`src/rtl/fseq_pkg.sv`:
```
// fseq_pkg: shared types and constants for the FSM vector sequencer.
// Holds the controller state encoding, the layout of one vector memory
// entry {chk, exp, stim}, and the response-signature MISR constants.
package fseq_pkg;

  localparam int FSEQ_XW    = 7;
  localparam int FSEQ_YW    = 9;
  localparam int FSEQ_DEPTH = 16;
  localparam int FSEQ_AW    = 4;
  localparam int FSEQ_CNTW  = 16;

  // Entry layout, LSB first: stimulus, expected response, check enable.
  localparam int STIM_LSB = 0;
  localparam int EXP_LSB  = STIM_LSB + FSEQ_XW;
  localparam int CHK_BIT  = EXP_LSB + FSEQ_YW;

  // x^16 + x^12 + x^3 + x + 1, Galois form; seeded at every run start.
  localparam logic [15:0] MISR_POLY = 16'h100B;
  localparam logic [15:0] MISR_SEED = 16'hFFFF;

  typedef enum logic [2:0] {
    IDLE  = 3'd0,
    DRST  = 3'd1,
    RUN   = 3'd2,
    DRAIN = 3'd3,
    FIN   = 3'd4
  } fseq_state_e;

  // One MISR step: shift, fold the polynomial on MSB carry-out, xor data in.
  function automatic logic [15:0] misr_next(input logic [15:0] sig, input logic [15:0] din);
    logic [15:0] fb;
    fb = sig[15] ? MISR_POLY : 16'h0000;
    return {sig[14:0], 1'b0} ^ fb ^ din;
  endfunction

endpackage

```
`src/rtl/fseq_vec_mem.sv`:
```
// fseq_vec_mem: vector program store. Synchronous write, combinational read.
// Deliberately has no reset so a loaded program survives rst.
module fseq_vec_mem #(
  parameter int AW    = 4,
  parameter int DEPTH = 16,
  parameter int W     = 17
) (
  input  logic          clk,
  input  logic          we,
  input  logic [AW-1:0] waddr,
  input  logic [W-1:0]  wdata,
  input  logic [AW-1:0] raddr,
  output logic [W-1:0]  rdata
);

  logic [W-1:0] mem_r [DEPTH];

  // Write port: one entry per cycle when enabled.
  always_ff @(posedge clk) begin
    if (we) begin
      mem_r[waddr] <= wdata;
    end
  end

  assign rdata = mem_r[raddr];

endmodule

```
`src/rtl/fsm_vector_sequencer.sv`:
```
// fsm_vector_sequencer: programmable tester for small benchmark FSMs.
// Resets the FSM under test, streams vectors one per cycle, compares each
// response one cycle after its vector, repeats the program for several
// passes without re-resetting the DUT, and reports pass/fail details.
// Optional build macro FSEQ_MISR_EN adds a 16-bit response signature MISR;
// without it, signature is tied to zero.
module fsm_vector_sequencer
  import fseq_pkg::*;
#(
  parameter int XW    = FSEQ_XW,
  parameter int YW    = FSEQ_YW,
  parameter int DEPTH = FSEQ_DEPTH,
  parameter int AW    = FSEQ_AW,
  parameter int CNTW  = FSEQ_CNTW
) (
  input  logic             clk,
  input  logic             rst,
  input  logic             cfg_we,
  input  logic [AW-1:0]    cfg_addr,
  input  logic [YW+XW:0]   cfg_wdata,
  input  logic [AW:0]      cfg_len,
  input  logic [7:0]       cfg_loops,
  input  logic             cfg_stop_on_fail,
  input  logic             start,
  input  logic             abort,
  output logic             busy,
  output logic             done,
  output logic             pass,
  output logic             dut_rst,
  output logic [XW-1:0]    dut_x,
  input  logic [YW-1:0]    dut_y,
  output logic [CNTW-1:0]  fail_cnt,
  output logic [AW-1:0]    first_fail_idx,
  output logic [7:0]       first_fail_loop,
  output logic [15:0]      signature
);

  localparam int EW = 1 + YW + XW;

  fseq_state_e   state_r;
  logic          drst_ph_r;
  logic [AW-1:0] idx_r;
  logic [7:0]    loop_r;
  logic [AW-1:0] len_last_r;
  logic [7:0]    loop_last_r;
  logic          stop_r;
  logic          skip_r;
  logic [YW-1:0] exp_r;
  logic          chk_r;

  logic [AW:0]   len_c_s;
  logic [AW-1:0] len_last_s;
  logic [7:0]    loop_last_s;
  logic [AW-1:0] nidx_s;
  logic [7:0]    nloop_s;
  logic [AW-1:0] rd_addr_s;
  logic [EW-1:0] rd_s;
  logic          last_s;
  logic          cmp_en_s;
  logic          mismatch_s;

  fseq_vec_mem #(.AW(AW), .DEPTH(DEPTH), .W(EW)) u_mem (
    .clk   (clk),
    .we    (cfg_we && (state_r == IDLE)),
    .waddr (cfg_addr),
    .wdata (cfg_wdata),
    .raddr (rd_addr_s),
    .rdata (rd_s)
  );

  // Run parameters as they would be captured on start: clamp length, treat 0 passes as 1.
  always_comb begin
    if (cfg_len > (AW+1)'(DEPTH)) begin
      len_c_s = (AW+1)'(DEPTH);
    end else begin
      len_c_s = cfg_len;
    end
    // Low bits of DEPTH are zero, so DEPTH-1 still comes out right here.
    len_last_s = len_c_s[AW-1:0] - AW'(1);
    if (cfg_loops == 8'd0) begin
      loop_last_s = 8'd0;
    end else begin
      loop_last_s = cfg_loops - 8'd1;
    end
  end

  // Next vector position with wrap into the next pass, and the memory read address.
  always_comb begin
    if (idx_r == len_last_r) begin
      nidx_s  = {AW{1'b0}};
      nloop_s = loop_r + 8'd1;
    end else begin
      nidx_s  = idx_r + AW'(1);
      nloop_s = loop_r;
    end
    if (state_r == RUN) begin
      rd_addr_s = nidx_s;
    end else begin
      rd_addr_s = {AW{1'b0}};
    end
    last_s = (nidx_s == len_last_r) && (nloop_s == loop_last_r);
  end

  // Compare of the in-flight vector; suppressed after a stop-on-fail.
  always_comb begin
    if (((state_r == RUN) || (state_r == DRAIN)) && !skip_r) begin
      cmp_en_s = 1'b1;
    end else begin
      cmp_en_s = 1'b0;
    end
    mismatch_s = cmp_en_s && chk_r && (dut_y != exp_r);
  end

  // Sequencer FSM with all outputs registered.
  always_ff @(posedge clk or posedge rst) begin
    if (rst) begin
      state_r         <= IDLE;
      drst_ph_r       <= 1'b0;
      idx_r           <= {AW{1'b0}};
      loop_r          <= 8'd0;
      len_last_r      <= {AW{1'b0}};
      loop_last_r     <= 8'd0;
      stop_r          <= 1'b0;
      skip_r          <= 1'b0;
      exp_r           <= {YW{1'b0}};
      chk_r           <= 1'b0;
      busy            <= 1'b0;
      done            <= 1'b0;
      pass            <= 1'b0;
      dut_rst         <= 1'b1;
      dut_x           <= {XW{1'b0}};
      fail_cnt        <= {CNTW{1'b0}};
      first_fail_idx  <= {AW{1'b0}};
      first_fail_loop <= 8'd0;
    end else begin
      done <= 1'b0;
      if (mismatch_s) begin
        if (fail_cnt != {CNTW{1'b1}}) begin
          fail_cnt <= fail_cnt + CNTW'(1);
        end
        if (fail_cnt == {CNTW{1'b0}}) begin
          first_fail_idx  <= idx_r;
          first_fail_loop <= loop_r;
        end
      end
      case (state_r)
        IDLE: begin
          dut_rst <= 1'b1;
          if (start) begin
            len_last_r      <= len_last_s;
            loop_last_r     <= loop_last_s;
            stop_r          <= cfg_stop_on_fail;
            skip_r          <= 1'b0;
            fail_cnt        <= {CNTW{1'b0}};
            first_fail_idx  <= {AW{1'b0}};
            first_fail_loop <= 8'd0;
            dut_x           <= {XW{1'b0}};
            drst_ph_r       <= 1'b0;
            busy            <= 1'b1;
            if (len_c_s == {(AW+1){1'b0}}) begin
              state_r <= FIN;
              done    <= 1'b1;
              pass    <= 1'b1;
            end else begin
              state_r <= DRST;
              pass    <= 1'b0;
            end
          end
        end
        DRST: begin
          if (abort) begin
            state_r <= FIN;
            done    <= 1'b1;
            pass    <= 1'b0;
          end else if (!drst_ph_r) begin
            drst_ph_r <= 1'b1;
          end else begin
            dut_rst <= 1'b0;
            dut_x   <= rd_s[STIM_LSB +: XW];
            exp_r   <= rd_s[EXP_LSB +: YW];
            chk_r   <= rd_s[CHK_BIT];
            idx_r   <= {AW{1'b0}};
            loop_r  <= 8'd0;
            if ((len_last_r == {AW{1'b0}}) && (loop_last_r == 8'd0)) begin
              state_r <= DRAIN;
            end else begin
              state_r <= RUN;
            end
          end
        end
        RUN: begin
          if (abort) begin
            state_r <= FIN;
            done    <= 1'b1;
            pass    <= 1'b0;
          end else begin
            dut_x  <= rd_s[STIM_LSB +: XW];
            exp_r  <= rd_s[EXP_LSB +: YW];
            chk_r  <= rd_s[CHK_BIT];
            idx_r  <= nidx_s;
            loop_r <= nloop_s;
            if (stop_r && mismatch_s) begin
              // The vector launched on this edge is left uncompared.
              state_r <= DRAIN;
              skip_r  <= 1'b1;
            end else if (last_s) begin
              state_r <= DRAIN;
            end else begin
              state_r <= RUN;
            end
          end
        end
        DRAIN: begin
          state_r <= FIN;
          done    <= 1'b1;
          pass    <= !abort && (fail_cnt == {CNTW{1'b0}}) && !mismatch_s;
        end
        FIN: begin
          state_r <= IDLE;
          busy    <= 1'b0;
          dut_rst <= 1'b1;
        end
        default: begin
          state_r <= IDLE;
          busy    <= 1'b0;
          dut_rst <= 1'b1;
        end
      endcase
    end
  end

`ifdef FSEQ_MISR_EN
  logic [15:0] sig_r;

  // Signature folds every compared response, checked or not; holds after FIN.
  always_ff @(posedge clk or posedge rst) begin
    if (rst) begin
      sig_r <= 16'h0000;
    end else if ((state_r == IDLE) && start) begin
      sig_r <= MISR_SEED;
    end else if (cmp_en_s) begin
      sig_r <= misr_next(sig_r, {{(16-YW){1'b0}}, dut_y});
    end else begin
      sig_r <= sig_r;
    end
  end

  assign signature = sig_r;
`else
  assign signature = 16'h0000;
`endif

endmodule

```
`config.mk`:
```
export PLATFORM = sky130hd
export DESIGN_NAME = fsm_vector_sequencer
export DESIGN_NICKNAME = d
export VERILOG_FILES = /design/src/rtl/fseq_pkg.sv /design/src/rtl/fseq_vec_mem.sv /design/src/rtl/fsm_vector_sequencer.sv
export SDC_FILE = /design/constraint.sdc
export NUM_CORES = 1
export LEC_CHECK = 0
export BUFFER_PORTS_ARGS = -buffer_cell sky130_fd_sc_hd__buf_2
export CAP_MARGIN = 20
export CORE_ASPECT_RATIO = 0.75
export CORE_MARGIN = 4
export CORE_UTILIZATION = 62
export CTS_BUF_LIST = sky130_fd_sc_hd__clkbuf_8
export DETAILED_ROUTE_END_ITERATION = 16
export PLACE_DENSITY = 0.81
export REMOVE_ABC_BUFFERS = 1
export SLEW_MARGIN = 20
export SYNTH_ARGS = -nofsm -noshare
export SYNTH_HDL_FRONTEND = slang
export SYNTH_SLANG_ARGS = --single-unit
```
`constraint.sdc`:
```
create_clock -name clk -period 6.5 [get_ports clk]
set_input_delay 1.625 -clock clk [delete_from_list [all_inputs] [get_ports clk]]
set_output_delay 1.625 -clock clk [all_outputs]
set_load 0.01 [all_outputs]
```
==> results of run 1 <==
## cells by family after synthesis
| logic type | Yosys count |
|---|---|
| AO/OA/AOI/OAI | 264 |
| XOR/XNOR | 49 |
| adder cells (fa/ha/maj) | 6 |
| buffers and inverters | 98 |
| flip-flops | 351 |
| multiplexers | 76 |
| other | 1 |
| AND/OR/NAND/NOR | 376 |
## how the worst max path moves through the flow
stage                  start   endpoint  slack (ps)  cells after the start
finish              idx_r[0]   exp_r[7]        2650                      6
global route        idx_r[0]   dut_x[0]        2520                      8
CTS                 idx_r[0]   exp_r[7]        2740                      6
detailed placement     abort  loop_r[1]        2370                      6
global placement       abort  loop_r[1]        2500                      6
floorplan           idx_r[0]   dut_x[1]        -230                      6
## worst reg2reg max path: cells and delay by family, from the launching register on
family	cells	cell delay [ps]
AOI/OAI and AO/OA	2	620
xor gates and xnor gates	1	860
buffers and inverters	1	640
DFF	1	760
and+or+nand+nor	2	880
## stage by stage
stage / utilization, % / setup WS [ps] / TNS [ps]
after global placement: 67.00 / 2501 / 0
final: 71.06 / 2650 / 0
after CTS: 70.98 / 2739 / 0
after detailed placement: 67.02 / 2373 / 0
after global routing: 71.06 / 2524 / 0
after floorplan: - / -229.6 / -1843
## flip-flops by register name, indices dropped and copies added (netlist names), 3 cells and up
register	cells
idx_r	4
exp_r	9
loop_last_r	8
dut_x	7
state_r	3
u_mem.mem_r	272
len_last_r	4
loop_r	8
first_fail_loop	8
fail_cnt	16
first_fail_idx	4
## Yosys cell counts (6+ instances only)
master / number / area, µm²
sky130_fd_sc_hd__nor4_1: 12 / 75.07
sky130_fd_sc_hd__a21oi_1: 32 / 160.2
sky130_fd_sc_hd__a221o_1: 10 / 100.1
sky130_fd_sc_hd__or4_1: 6 / 45.04
sky130_fd_sc_hd__o21ai_0: 107 / 535.5
sky130_fd_sc_hd__a32o_1: 8 / 80.08
sky130_fd_sc_hd__xor2_1: 13 / 113.9
sky130_fd_sc_hd__nand4_1: 15 / 93.84
sky130_fd_sc_hd__a31oi_1: 12 / 75.07
sky130_fd_sc_hd__buf_4: 16 / 120.1
sky130_fd_sc_hd__o2111ai_1: 6 / 52.55
sky130_fd_sc_hd__nor2_1: 98 / 367.9
sky130_fd_sc_hd__mux2i_1: 61 / 610.6
sky130_fd_sc_hd__clkbuf_1: 62 / 232.7
sky130_fd_sc_hd__nand2_1: 81 / 304.0
sky130_fd_sc_hd__xnor2_1: 35 / 306.5
sky130_fd_sc_hd__edfxtp_1: 272 / 8168
sky130_fd_sc_hd__nor3_1: 38 / 190.2
sky130_fd_sc_hd__nor2b_1: 61 / 381.6
sky130_fd_sc_hd__o31ai_1: 6 / 45.04
sky130_fd_sc_hd__mux2_2: 15 / 168.9
sky130_fd_sc_hd__a32oi_1: 7 / 61.31
sky130_fd_sc_hd__dfrtp_1: 78 / 1952
sky130_fd_sc_hd__nand2b_1: 9 / 56.30
sky130_fd_sc_hd__nand3_1: 24 / 120.1
sky130_fd_sc_hd__inv_1: 11 / 41.29
sky130_fd_sc_hd__a221oi_1: 11 / 96.34
sky130_fd_sc_hd__ha_1: 6 / 75.07
sky130_fd_sc_hd__a211oi_1: 21 / 157.7
sky130_fd_sc_hd__nor3b_1: 6 / 45.04
sky130_fd_sc_hd__o2bb2ai_1: 7 / 61.31
sky130_fd_sc_hd__o211ai_1: 18 / 135.1
## routing by layer
| layer | up-vias | routed length (µm) | GRT usage [%] | part of all wire [%] |
|---|---|---|---|---|
| met5 | - | 0 | 0 | 0 |
| met3 | 76 | 4170 | 6.739 | 11 |
| met1 | 5123 | 16020 | 40.48 | 42 |
| li1 | 4766 | - | - | - |
| met4 | 0 | 788 | 8.009 | 2.1 |
| met2 | 595 | 17020 | 41.34 | 45 |
## power groups by stage
stage	clock, W	combinational [W]	sequential, W
2_1_floorplan	0	0.000762	0.00282
3_3_place_gp	0	0.00113	0.00282
3_5_place_dp	0	0.00116	0.00283
4_1_cts	0.00167	0.00117	0.00278
5_1_grt	0.00179	0.00129	0.00280
6_report	0.00165	0.00119	0.00279
## layout by cell type, fill, tap and decap left out, drive strengths merged, types with 9 or more instances in the layout
master | netlist | final
clkinv | 0 | 22
dfrtp | 78 | 78
nand2 | 81 | 81
o211ai | 18 | 18
a21oi | 32 | 32
nand2b | 9 | 9
xnor2 | 35 | 35
clkbuf | 62 | 55
nand4 | 15 | 15
nor2b | 61 | 61
xor2 | 14 | 14
a31oi | 12 | 12
o21ai | 108 | 108
nand3 | 24 | 24
nor4 | 12 | 12
inv | 11 | 28
conb | 1 | 16
nor2 | 98 | 98
a221oi | 11 | 11
nor3 | 38 | 38
edfxtp | 272 | 272
mux2i | 61 | 61
a221o | 10 | 10
mux2 | 15 | 15
buf | 25 | 113
a211oi | 21 | 21
## layout make-up
cell class / instances / area share, %
well taps: 331 / 2.400
inverters: 11 / 0.2466
clock inverters: 41 / 1.175
repair buffers: 113 / 3.677
clock buffers: 55 / 4.388
multi-input cells: 787 / 29.28
flip-flops and latches: 351 / 58.83
==> flow_metrics.tcl, run 1 <==
set metrics [dict create \
    io_pins 104 \
    synth_compound_gate_area_share_pct 11.11 \
    clk_transition_reported_paths_ps 60 \
    filler_cell_count 1688 \
    power.density_cell_area_nw_per_um2 326.4 \
    crit_path_max_incr_delay_ps 860 \
    design.die.area_um2 27590 \
    detailroute.via_count 10560 \
    fin_worst_hold_slack_ps 488.2 \
    hold_viol 0 \
    clock_sinks 351 \
    globalplace.congestion 0.9066 \
    post_route_cells_drive_above_1_share_pct 16.94 \
    synth_top_family_by_area "simple AND/OR/NAND/NOR gates" \
    tritoncts "yes" \
    final_antenna_net_count 0 \
    hold-path-endpoint "stop_r" \
    worst_ep_arrival_time_ps 4340 \
    grt_first_pass_wirelength_um 57770 \
    synthToLayoutAreaGrowth_pct 11.45 \
    synth_sequential_area_ratio_pct 65.54 \
    finalInstanceArea_um2 17250 \
    synth.yosys.warnings 0 \
    net-switching-power_w 0.001789 \
    type_of_the_worst_min_delay_path "reg2reg" \
    chipWidth_um 190.5 \
    grt_pass1_vias 10119 \
    timing.critical_path.to_type "register" \
    r2r_setup_slack_ps 2650 \
    grt_max_degree 67 \
    cell_internal_pwr_w 0.003842 \
    buffer_ports.inserted 87 \
    floorplan.rows 49 \
    cts.repair.resized 0 \
    synth_cells 1221 \
    post-route-drc-count 0 \
    setup.worst_path.start_class "register" \
    syn_avg_cell_area_um2 12.68 \
    multiInputGateArea_um2 5052 \
    path_class "reg2reg" \
    htreeDepth 2 \
    syn-cell-area_um2 15480 \
    setup_viol_count_final 0 \
    number_of_buffers_added_by_the_clock_tree_synthesis_step 51 \
    post-dp-hpwl_um 23410 \
    relSlewSlack_pct 23.64 \
    dr.first_iter.drc_count 1208 \
    synth.ff_latch_count 351 \
    outcome "complete, no violations" \
    cts_root_cell "sky130_fd_sc_hd__clkbuf_8" \
    crit_path_max_fanout 54 \
    cp_num_buf_inv 1 \
    tightestPinTransition_ps 1141 \
    ordered_cell_list_for_the_critical_path "buf_4 -> nand3_1 -> xor2_1 -> nand2_1 -> a221o_1 -> a31oi_1" \
    drt_via_density 6.252 \
    fraction_of_the_mapped_netlist_area_in_simple_logic_gates_pct 12.10 \
    worst_ep_required_time_ps 6990 \
    groute.usage.overall_pct 27.42 \
    startpoint_of_the_most_critical_register_to_register_path "idx_r[0]" \
    cap_violations 0 \
    critPathTopFamily "simple AND/OR/NAND/NOR gates" \
    report.power.total_w 0.005631 \
    post_synthesis_share_of_cell_area_spent_on_full_adders_half_adders_and_majority_gates_pct 0.4850 \
    power.switching_fraction_pct 31.77 \
    mux_contribution_to_synthesized_area_pct 5.036 \
    crit_path_top_delay_cell "sky130_fd_sc_hd__xor2_1" \
    diodes 0 \
    final.period_utilization_pct 59.23 \
    fmax_achieved_mhz 259.7 \
    synth-edff-count 272 \
    post_synth_xor_area_fraction_pct 2.821 \
    ctsLongestPathBuffers 3 \
    antenna_found_initial 0 \
    drt-pass1-iter-count 6 \
    share_seq_of_total_power_pct 49.6 \
    route.detailed.wl_per_inst_um 22.50 \
    final-seq-area_um2 10150 \
    hold_path_depth 2 \
    ys_dominant_reg_cell "sky130_fd_sc_hd__edfxtp_1" \
    postCtsHoldBufs 0 \
    power_frac_comb_pct 21.1 \
    core_area_um2 24280 \
    dp_cells 1592 \
    placed_cell_area_um2 16270 \
    cts_setup_buffers 0 \
    final-instance-count-excl-fill 1689 \
    p_clk_share_pct 29.4 \
    max-vdd-ir-drop_v 0.0001995 \
    p_leak_nw 6.097 \
    timing.final.max_slew_violations 0 \
    synth_async_sr_flop_share_pct 22.51 \
    min_from "stop_r" \
    final_net_count 1370 \
    synth_cell_types 61 \
    period_minus_ws_final_ps 3850 \
    grt_setup_unrepaired "false" \
    clk-insertion-delay-late_ps 590 \
    r2r_end "exp_r[7]" \
    initial_utilization_pct 63.76 \
    die_h_um 144.8 \
    worst-r2r-cell-count 6 \
    globalRoute.totalOverflow 0 \
    final.setup_skew_ps 19.52 \
    totalWireLength_um 38010 \
]
No activity file was read; power rests on OpenSTA's default activity.
==> inputs of run 2 (changes only) <==
--- a/config.mk
+++ b/config.mk
@@ -9,10 +9,10 @@
 export CAP_MARGIN = 20
 export CORE_ASPECT_RATIO = 0.75
 export CORE_MARGIN = 4
-export CORE_UTILIZATION = 62
+export CORE_UTILIZATION = 57
 export CTS_BUF_LIST = sky130_fd_sc_hd__clkbuf_8
 export DETAILED_ROUTE_END_ITERATION = 16
-export PLACE_DENSITY = 0.81
+export PLACE_DENSITY = 0.79
 export REMOVE_ABC_BUFFERS = 1
 export SLEW_MARGIN = 20
 export SYNTH_ARGS = -nofsm -noshare
==> constraint.sdc (replaced) <==
create_clock -name clk -period 3.3 [get_ports clk]
set_input_delay 0.825 -clock clk [delete_from_list [all_inputs] [get_ports clk]]
set_output_delay 0.825 -clock clk [all_outputs]
set_load 0.01 [all_outputs]
==> flow_metrics.tcl, run 2 (synthesis results as in run 1) <==
set metrics [dict create \
    type_of_the_worst_min_delay_path "in2async" \
    clock_sinks 351 \
    worst_ep_arrival_time_ps 3600 \
    mostFrequentLayoutCells "272 x sky130_fd_sc_hd__edfxtp_1, 107 x sky130_fd_sc_hd__o21ai_0, 87 x sky130_fd_sc_hd__buf_2" \
    worst_ep_required_time_ps 3830 \
    initial_utilization_pct 58.74 \
    fmax_achieved_mhz 325.6 \
    timing.critical_path.depth 8 \
    design.die.area_um2 29890 \
    antenna_found_initial 0 \
    grt_first_pass_wirelength_um 59500 \
    mostFrequentLayoutCell "sky130_fd_sc_hd__edfxtp_1" \
    detailroute.via_count 10798 \
    clk_transition_reported_paths_ps 70 \
    globalRoute.totalOverflow 0 \
    post-dp-hpwl_um 24200 \
    grt_setup_unrepaired "false" \
    final_net_count 1403 \
    floorplan.rows 51 \
    cts.repair.resized 0 \
    cts_root_cell "sky130_fd_sc_hd__clkbuf_8" \
    largest_reg_flops 272 \
    report.power.total_w 0.01154 \
    drt-pass1-iter-count 7 \
    tritoncts "yes" \
    relSlewSlack_pct 31.85 \
    totalWireLength_um 39090 \
    largest_registers "u_mem.mem_r x272, fail_cnt x16, exp_r x9" \
    post-route-drc-count 0 \
    timing.final.max_slew_violations 0 \
    fin_worst_hold_slack_ps 228.6 \
    critPathTopFamily "simple AND/OR/NAND/NOR gates" \
    setup_viol_count_final 0 \
    layout_setup_ws_ps 228.4 \
    postCtsHoldBufs 0 \
    final.setup_skew_ps 22.07 \
    setup.worst_path.start_class "register" \
    globalplace.congestion 0.9190 \
    post_route_cells_drive_above_1_share_pct 18.75 \
    dp_cells 1637 \
    timing.critical_path.to_type "register" \
    groute.usage.overall_pct 26.07 \
    worst-r2r-cell-count 8 \
    final.period_utilization_pct 93.08 \
    tightestPinTransition_ps 1021 \
    die_h_um 150.7 \
    crit_path_max_incr_delay_ps 760 \
    buffer_ports.inserted 87 \
    core_area_um2 26350 \
    worst_path_most_repeated_cell "sky130_fd_sc_hd__buf_4" \
    drt_via_density 6.213 \
    io_pins 104 \
    ordered_cell_list_for_the_critical_path "xor2_1 -> o41ai_1 -> buf_4 -> nor2_2 -> buf_4 -> o21ai_0 -> a32oi_1 -> a32o_1" \
    final_antenna_net_count 0 \
    dr.first_iter.drc_count 1271 \
    ctsLongestPathBuffers 3 \
    largest_register "u_mem.mem_r" \
    max-vdd-ir-drop_v 0.0003928 \
    grt_max_degree 151 \
    period_minus_ws_final_ps 3072 \
    p_leak_nw 6.286 \
    clk-insertion-delay-late_ps 600 \
    final-instance-count-excl-fill 1738 \
    route.detailed.wl_per_inst_um 22.49 \
    htreeDepth 2 \
    number_of_buffers_added_by_the_clock_tree_synthesis_step 53 \
    path_class "reg2reg" \
    hold_viol 0 \
    cap_violations 0 \
    cp_num_buf_inv 2 \
    dpl_worst_slack_ps 322.1 \
    chipWidth_um 198.3 \
    crit_path_max_fanout 24 \
    utilization_pct 66.84 \
    cts_setup_buffers 0 \
    power.density_cell_area_nw_per_um2 655.2 \
    synthToLayoutAreaGrowth_pct 13.80 \
    grt_pass1_vias 10610 \
    crit_path_top_delay_cell "sky130_fd_sc_hd__nor2_2" \
    outcome "complete, no violations" \
]
## run 2: cell count changes in the layout (fill, tap and decap cells not counted), moves of 2 or more
cell	previous run	this run
sky130_fd_sc_hd__inv_1	27	24
sky130_fd_sc_hd__buf_12	0	2
sky130_fd_sc_hd__clkinv_2	12	6
sky130_fd_sc_hd__nor2_4	2	0
sky130_fd_sc_hd__clkbuf_8	55	63
sky130_fd_sc_hd__buf_4	25	55
sky130_fd_sc_hd__nor2_2	11	13
sky130_fd_sc_hd__clkinv_1	10	14
sky130_fd_sc_hd__diode_2	0	2
## run 2: area by class of cell
class,count,area (µm²)
diodes,2,5.005
clock buffers,63,867.1
clock inverters,36,197.7
fillers,1879,8738
inverters,11,42.54
multi-input cells,787,5035
flip-flops and latches,351,10150
well taps,344,430.4
repair buffers,144,888.4
## run 2: routing by layer
layer / up-vias / track usage, % / share of wire, %
li1: 4840 / - / -
met3: 59 / 6.622 / 11
met4: 0 / 8.190 / 2.0
met1: 5318 / 37.89 / 42
met5: - / 0 / 0
met2: 581 / 39.12 / 46
## run 2: through the flow
| step | TNS [ps] | area (µm²) |
|---|---|---|
| 3_5_place_dp | 0 | 16550 |
| 5_1_grt | 0 | 17610 |
| 2_1_floorplan | -80670 | 15130 |
| 4_1_cts | 0 | 17610 |
| 6_report | 0 | 17620 |
| 3_3_place_gp | 0 | 16550 |
## run 2: report_power, final
group	switching [W]	internal (W)	total (W)
Clock	0.00166	0.00189	0.00355
Sequential	0.000308	0.00509	0.00540
Combinational	0.00163	0.000959	0.00259
## run 2: worst paths after layout
| check | start | end | slack [ps] |
|---|---|---|---|
| worst max register to register | idx_r[2] | dut_x[4] | 230 |
| worst min register to register | stop_r | stop_r | 500 |
| min in group clk | cfg_stop_on_fail | stop_r | 420 |
| worst min-delay path | rst | drst_ph_r | 230 |
| worst max-delay path | idx_r[2] | dut_x[4] | 230 |
| max in group asynchronous | rst | exp_r[1] | 2390 |
## run 2: worst register-to-register path, stage by stage, from the launching register on
cell	delay (ps)
sky130_fd_sc_hd__dfrtp_1	510
sky130_fd_sc_hd__xor2_1	420
sky130_fd_sc_hd__o41ai_1	110
sky130_fd_sc_hd__buf_4	160
sky130_fd_sc_hd__nor2_2	760
sky130_fd_sc_hd__buf_4	420
sky130_fd_sc_hd__o21ai_0	140
sky130_fd_sc_hd__a32oi_1	260
sky130_fd_sc_hd__a32o_1	210
